### config.mk
export PLATFORM = sky130hd
export DESIGN_NAME = imem_load_arbiter
export DESIGN_NICKNAME = d
export VERILOG_FILES = /design/src/rtl/imem_load_arbiter.sv
export SDC_FILE = /design/constraint.sdc
export NUM_CORES = 1
export LEC_CHECK = 0
export CAP_MARGIN = 25
export CORE_ASPECT_RATIO = 0.75
export CORE_MARGIN = 2
export CORE_UTILIZATION = 45
export CTS_CLUSTER_DIAMETER = 150
export DETAILED_ROUTE_END_ITERATION = 12
export PLACE_DENSITY = 0.83
export SLEW_MARGIN = 5
export SYNTH_ARGS = -nofsm -noshare
export SYNTH_HDL_FRONTEND = slang
export SYNTH_SLANG_ARGS = --single-unit
### constraint.sdc
create_clock -name clk -period 5.4 [get_ports clk]
set_clock_uncertainty 0.2 [all_clocks]
set_input_delay 1.08 -clock clk [delete_from_list [all_inputs] [get_ports clk]]
set_output_delay 1.08 -clock clk [all_outputs]
set_load 0.01 [all_outputs]
### src/rtl/imem_load_arbiter.sv
// imem_load_arbiter
//   Owns the single-port instruction RAM and shares it between the CPU fetch
//   path and a byte-stream program loader. While a load runs, the CPU is
//   stalled and fed NOPs. Received words are written from index 0 upward.
//   When the load finishes, cpu_restart pulses so the pipeline refetches
//   from PC 0.
//
//   Stream format: a 16-bit big-endian word count, then 4 big-endian bytes
//   per word.
//
//   Ports
//     clk, reset              clock, synchronous active-high reset
//     cpu_addr / cpu_instr    fetch byte address in, instruction out (NOP while stalled)
//     cpu_stall, cpu_restart  hold the fetch path; one-cycle refetch pulse after a load
//     ld_start                pulse that starts a load session (IDLE only)
//     ld_valid/ld_ready/ld_byte  byte handshake from the loader
//     ld_err                  sticky: header word count exceeded DEPTH
//     mem_addr/mem_wdata/mem_we/mem_rdata  RAM port (read data is combinational)
//
//   state | meaning
//   IDLE  | CPU owns the RAM, fetch is a zero-cycle read
//   HDR0  | waiting for the count high byte
//   HDR1  | waiting for the count low byte
//   DATA  | shifting 4 bytes into the word register
//   WRITE | one-cycle RAM write of the assembled word
//   DONE  | one-cycle cpu_restart pulse, then back to IDLE
module imem_load_arbiter #(
   parameter int ADDR_W = 8,
   parameter int DEPTH  = 256
) (
   input  logic              clk,
   input  logic              reset,
   input  logic [31:0]       cpu_addr,
   output logic [31:0]       cpu_instr,
   output logic              cpu_stall,
   output logic              cpu_restart,
   input  logic              ld_start,
   input  logic              ld_valid,
   input  logic [7:0]        ld_byte,
   output logic              ld_ready,
   output logic              ld_err,
   output logic [ADDR_W-1:0] mem_addr,
   output logic [31:0]       mem_wdata,
   output logic              mem_we,
   input  logic [31:0]       mem_rdata
);

   localparam int PTR_W = ADDR_W + 1;
   localparam logic [PTR_W-1:0] DEPTH_P = PTR_W'(DEPTH);
   localparam logic [16:0]      DEPTH_C = 17'(DEPTH);

   typedef enum logic [2:0] {IDLE, HDR0, HDR1, DATA, WRITE, DONE} state_t;

   state_t           state, state_nx;
   logic [7:0]       cnt_hi;
   logic [15:0]      words_left;
   logic [PTR_W-1:0] wr_ptr;
   logic [1:0]       byte_cnt;
   logic [31:0]      word;
   logic             xfer;
   logic             unused_ok;

   // Only the word-index bits of the PC reach the RAM.
   assign unused_ok = ^{cpu_addr[31:ADDR_W+2], cpu_addr[1:0]};

   assign xfer = ld_valid & ld_ready;

   always_ff @(posedge clk) begin
      if (reset) begin
         state      <= IDLE;
         cnt_hi     <= '0;
         words_left <= '0;
         wr_ptr     <= '0;
         byte_cnt   <= '0;
         word       <= '0;
         ld_err     <= 1'b0;
      end else begin
         state <= state_nx;
         case (state)
            IDLE: if (ld_start) ld_err <= 1'b0;
            HDR0: if (xfer) cnt_hi <= ld_byte;
            HDR1: if (xfer) begin
               words_left <= {cnt_hi, ld_byte};
               if ({1'b0, cnt_hi, ld_byte} > DEPTH_C) ld_err <= 1'b1;
            end
            DATA: if (xfer) begin
               word     <= {word[23:0], ld_byte};
               byte_cnt <= byte_cnt + 2'd1;   // wraps to 0 on the 4th byte
            end
            WRITE: begin
               // Pointer parks at DEPTH so excess words are consumed but never written.
               if (wr_ptr < DEPTH_P) wr_ptr <= wr_ptr + 1'b1;
               words_left <= words_left - 16'd1;
            end
            DONE: begin
               wr_ptr   <= '0;
               byte_cnt <= '0;
            end
            default: ;
         endcase
      end
   end

   always_comb begin
      state_nx = state;
      case (state)
         IDLE:  if (ld_start) state_nx = HDR0;
         HDR0:  if (xfer) state_nx = HDR1;
         HDR1:  if (xfer) state_nx = ({cnt_hi, ld_byte} == 16'd0) ? DONE : DATA;
         DATA:  if (xfer && byte_cnt == 2'd3) state_nx = WRITE;
         WRITE: state_nx = (words_left == 16'd1) ? DONE : DATA;
         DONE:  state_nx = IDLE;
         default: state_nx = IDLE;
      endcase
   end

   always_comb begin
      cpu_stall   = (state != IDLE);
      cpu_restart = (state == DONE);
      cpu_instr   = 32'h0;
      mem_addr    = wr_ptr[ADDR_W-1:0];
      mem_wdata   = word;
      mem_we      = (state == WRITE) && (wr_ptr < DEPTH_P);
      ld_ready    = (state == HDR0) || (state == HDR1) || (state == DATA);
      if (state == IDLE) begin
         mem_addr  = cpu_addr[ADDR_W+1:2];
         cpu_instr = mem_rdata;
      end
   end

endmodule

==> flow_summary.yaml <==
hold_path:
  min-delay-start: "mem_wdata[31]"
  hp-class: "flop to flop"
setup_path:
  crit_type: "flop to output pin"
  critPathArrivalTime_ns: 2.87
  cp.required_ns: 4.12
  critPathTopFamily: "simple AND/OR/NAND/NOR gates"
  start_kind: "flop"
  cp_max_fo: 22
  end_kind: "output pin"
  critPathBufInv: 2
  cp_slowest_cell: "nor3_2"
  reg2reg_from: "state[1]"
  cp-startpoint: "state[0]"
  critPathMaxStageDelay_ns: 0.86
  cp_cell_sequence: "nor3_2, buf_4, mux2_2, clkdlybuf4s50_1"
power:
  ir_drop_mv: 0.244
  power_frac_comb: 0.446
  p_total_uw: 1840
  p_leak_uw: 0.00175
  seqPwrFrac: 0.332
  p_sw_uw: 630
  p_clk_frac: 0.222
  sw_frac_of_total: 0.343
  p_int_uw: 1210
  power_density_nw_per_um2: 371
logic_synthesis:
  synth_top_cell_area_share: 0.418
  netlist_area_um2: 3400
  synth_fp_nets: 510
  synthDistinctLibCells: 48
  yosysMostFrequentCell: "nand2_1"
  syn_area_per_cell_um2: 7.90
  yosys-top-cells-area: "dfxtp_1 42%, nand2_1 9.1%, a21oi_1 7.1%, and2_1 6.3%, nor2_1 4.4%"
  synth_warnings: 0
  synthFlopType: "dfxtp_1"
  synth_edf_count: 0
  yosysTopAreaCell: "dfxtp_1"
  synth_seq_cells: 71
  syn-instance-count: 430
  yosysSeqAreaShare: 0.418
  synthTopCellsByCount: "82 x nand2_1, 71 x dfxtp_1, 48 x a21oi_1"
  ys_async_sr_fraction: 0
clock_network:
  insertion_delay_ns: 0.33
  root_buffer: "clkbuf_8"
  holdBufCountCts: 0
  post_cts_buffers: 0
  cts.sink_count: 71
  cts-resized-gates: 0
  path_clk_slew_ns: 0.07
  cts_buffer_depth: 2
  cts_buffers: 9
  cts.htree.levels: 3
  cts_tree: "yes"
route:
  drtPass1Iterations: 5
  drt_wl_total_um: 9440
  ant_nets: 0
  vias_per_cell: 5.33
  routedWlPerCell_um: 14.5
  first_iter_violations: 275
  remaining_drc_errors: 0
  vias: 3470
timing:
  final_max_slew_viol_count: 0
  fin_crit_sh: 0.768
  tns_ns: 0
  rsz0062_at_grt: "false"
  finalHoldViolations: 0
  timing.fmax_ghz: 0.241
  setup_viol: 0
  finalCriticalPeriod_ns: 4.15
  max_slew_margin: 0.325
  tightest_slew_ns: 1.01
final_layout:
  n_antenna_cell: 0
  drive_above_1_share: 0.0691
  final_nets: 625
  synthToLayoutAreaGrowth_pct: 45.7
job:
  drv_cap: 0
floorplan:
  die_x_um: 104
  start_util: 0.464
  dieArea_um2: 8270
  coreArea_um2: 7330
  die_y_um: 79.3
  num_rows: 27
  pin_count: 153
grt:
  overflow: 0
  grt_pass1_wl_um: 15400
  track_usage: 0.227
  grt_pass1_vias: 3178
  antenna_found_initial: 0
  grt_max_degree: 62
placed_design:
  portBuffers: 128
  globalplace.congestion: 0.869
  dp_hpwl_um: 6940
outcome:
  status: "finished, final reports clean"
sequential cells by signal, summed over array words and instances, names as in the netlist:
signal / count
words_left: 16
byte_cnt: 2
state: 3
mem_wdata: 32
cnt_hi: 8
ld_err: 1
wr_ptr: 9
area by class of cell:
type                            count  area, µm²
Clock inverter                      4       45.0
Sequential cell                    71       1420
Multi-Input combinational cell    325       1850
Fill cell                         592       2380
Inverter                            5       18.8
Timing Repair Buffer              133       1340
Tap cell                          101        126
Clock buffer                       12        145
final timing paths:
| check | end | slack (ns) | cells past startpoint |
|---|---|---|---|
| max | mem_addr[0] | 1.25 | 4 |
| min | mem_wdata[31] | 0.26 | 2 |
| max reg2reg | words_left[0] | 2.65 | 5 |
| min reg2reg | mem_wdata[31] | 0.26 | 2 |
logic make-up after synthesis:
kind of cell / share of synthesized area
multiplexers: 0.0471
adder cells (fa/ha/maj): 0.0147
AO/OA/AOI/OAI: 0.147
flip-flops: 0.418
XOR/XNOR: 0.0206
AND/OR/NAND/NOR: 0.313
buffers and inverters: 0.0390
layout by cell type, fill, tap and decap left out, types with 5 or more instances in the layout:
cell	instances
nor2b_1	6
o21ai_0	9
clkbuf_8	10
nand3_1	9
a31oi_1	6
and2_1	34
mux2_2	8
clkdlybuf4s50_1	127
nor3_1	6
mux2i_1	7
dfxtp_1	71
nor4_1	6
nor2_1	40
inv_1	5
a21oi_1	48
xor2_1	6
nand2_1	82
worst min-delay path: stages (launching register included):
cell	delay, ns
dfxtp_1	0.31
nand2_1	0.05
a21oi_1	0.05
metal layers:
metal | up-vias | GRT usage | routed length, µm
met5 | - | 0 | 0
met4 | 0 | 0.0432 | 66
met3 | 11 | 0.0739 | 797
met2 | 154 | 0.375 | 4500
met1 | 1594 | 0.292 | 4080
li1 | 1711 | - | -
power groups by stage:
stage	combinational (µW)	clock, µW	sequential [µW]
finish	819	407	611
floorplan	462	0	597
global route	883	438	617
global placement	791	0	620
CTS	818	412	609
detailed placement	815	0	621
through the flow:
step	area, µm²	util	instances	setup WS [ns]	hold slack, ns
2_1_floorplan	3400	-	430	2.45	0.240
3_3_place_gp	4710	0.643	632	1.70	0.243
3_5_place_dp	4740	0.647	634	1.61	0.250
4_1_cts	4930	0.673	650	1.24	0.260
5_1_grt	4950	0.676	651	1.02	0.284
6_report	4950	0.676	651	1.25	0.256
(Power assumes the default switching activity.)
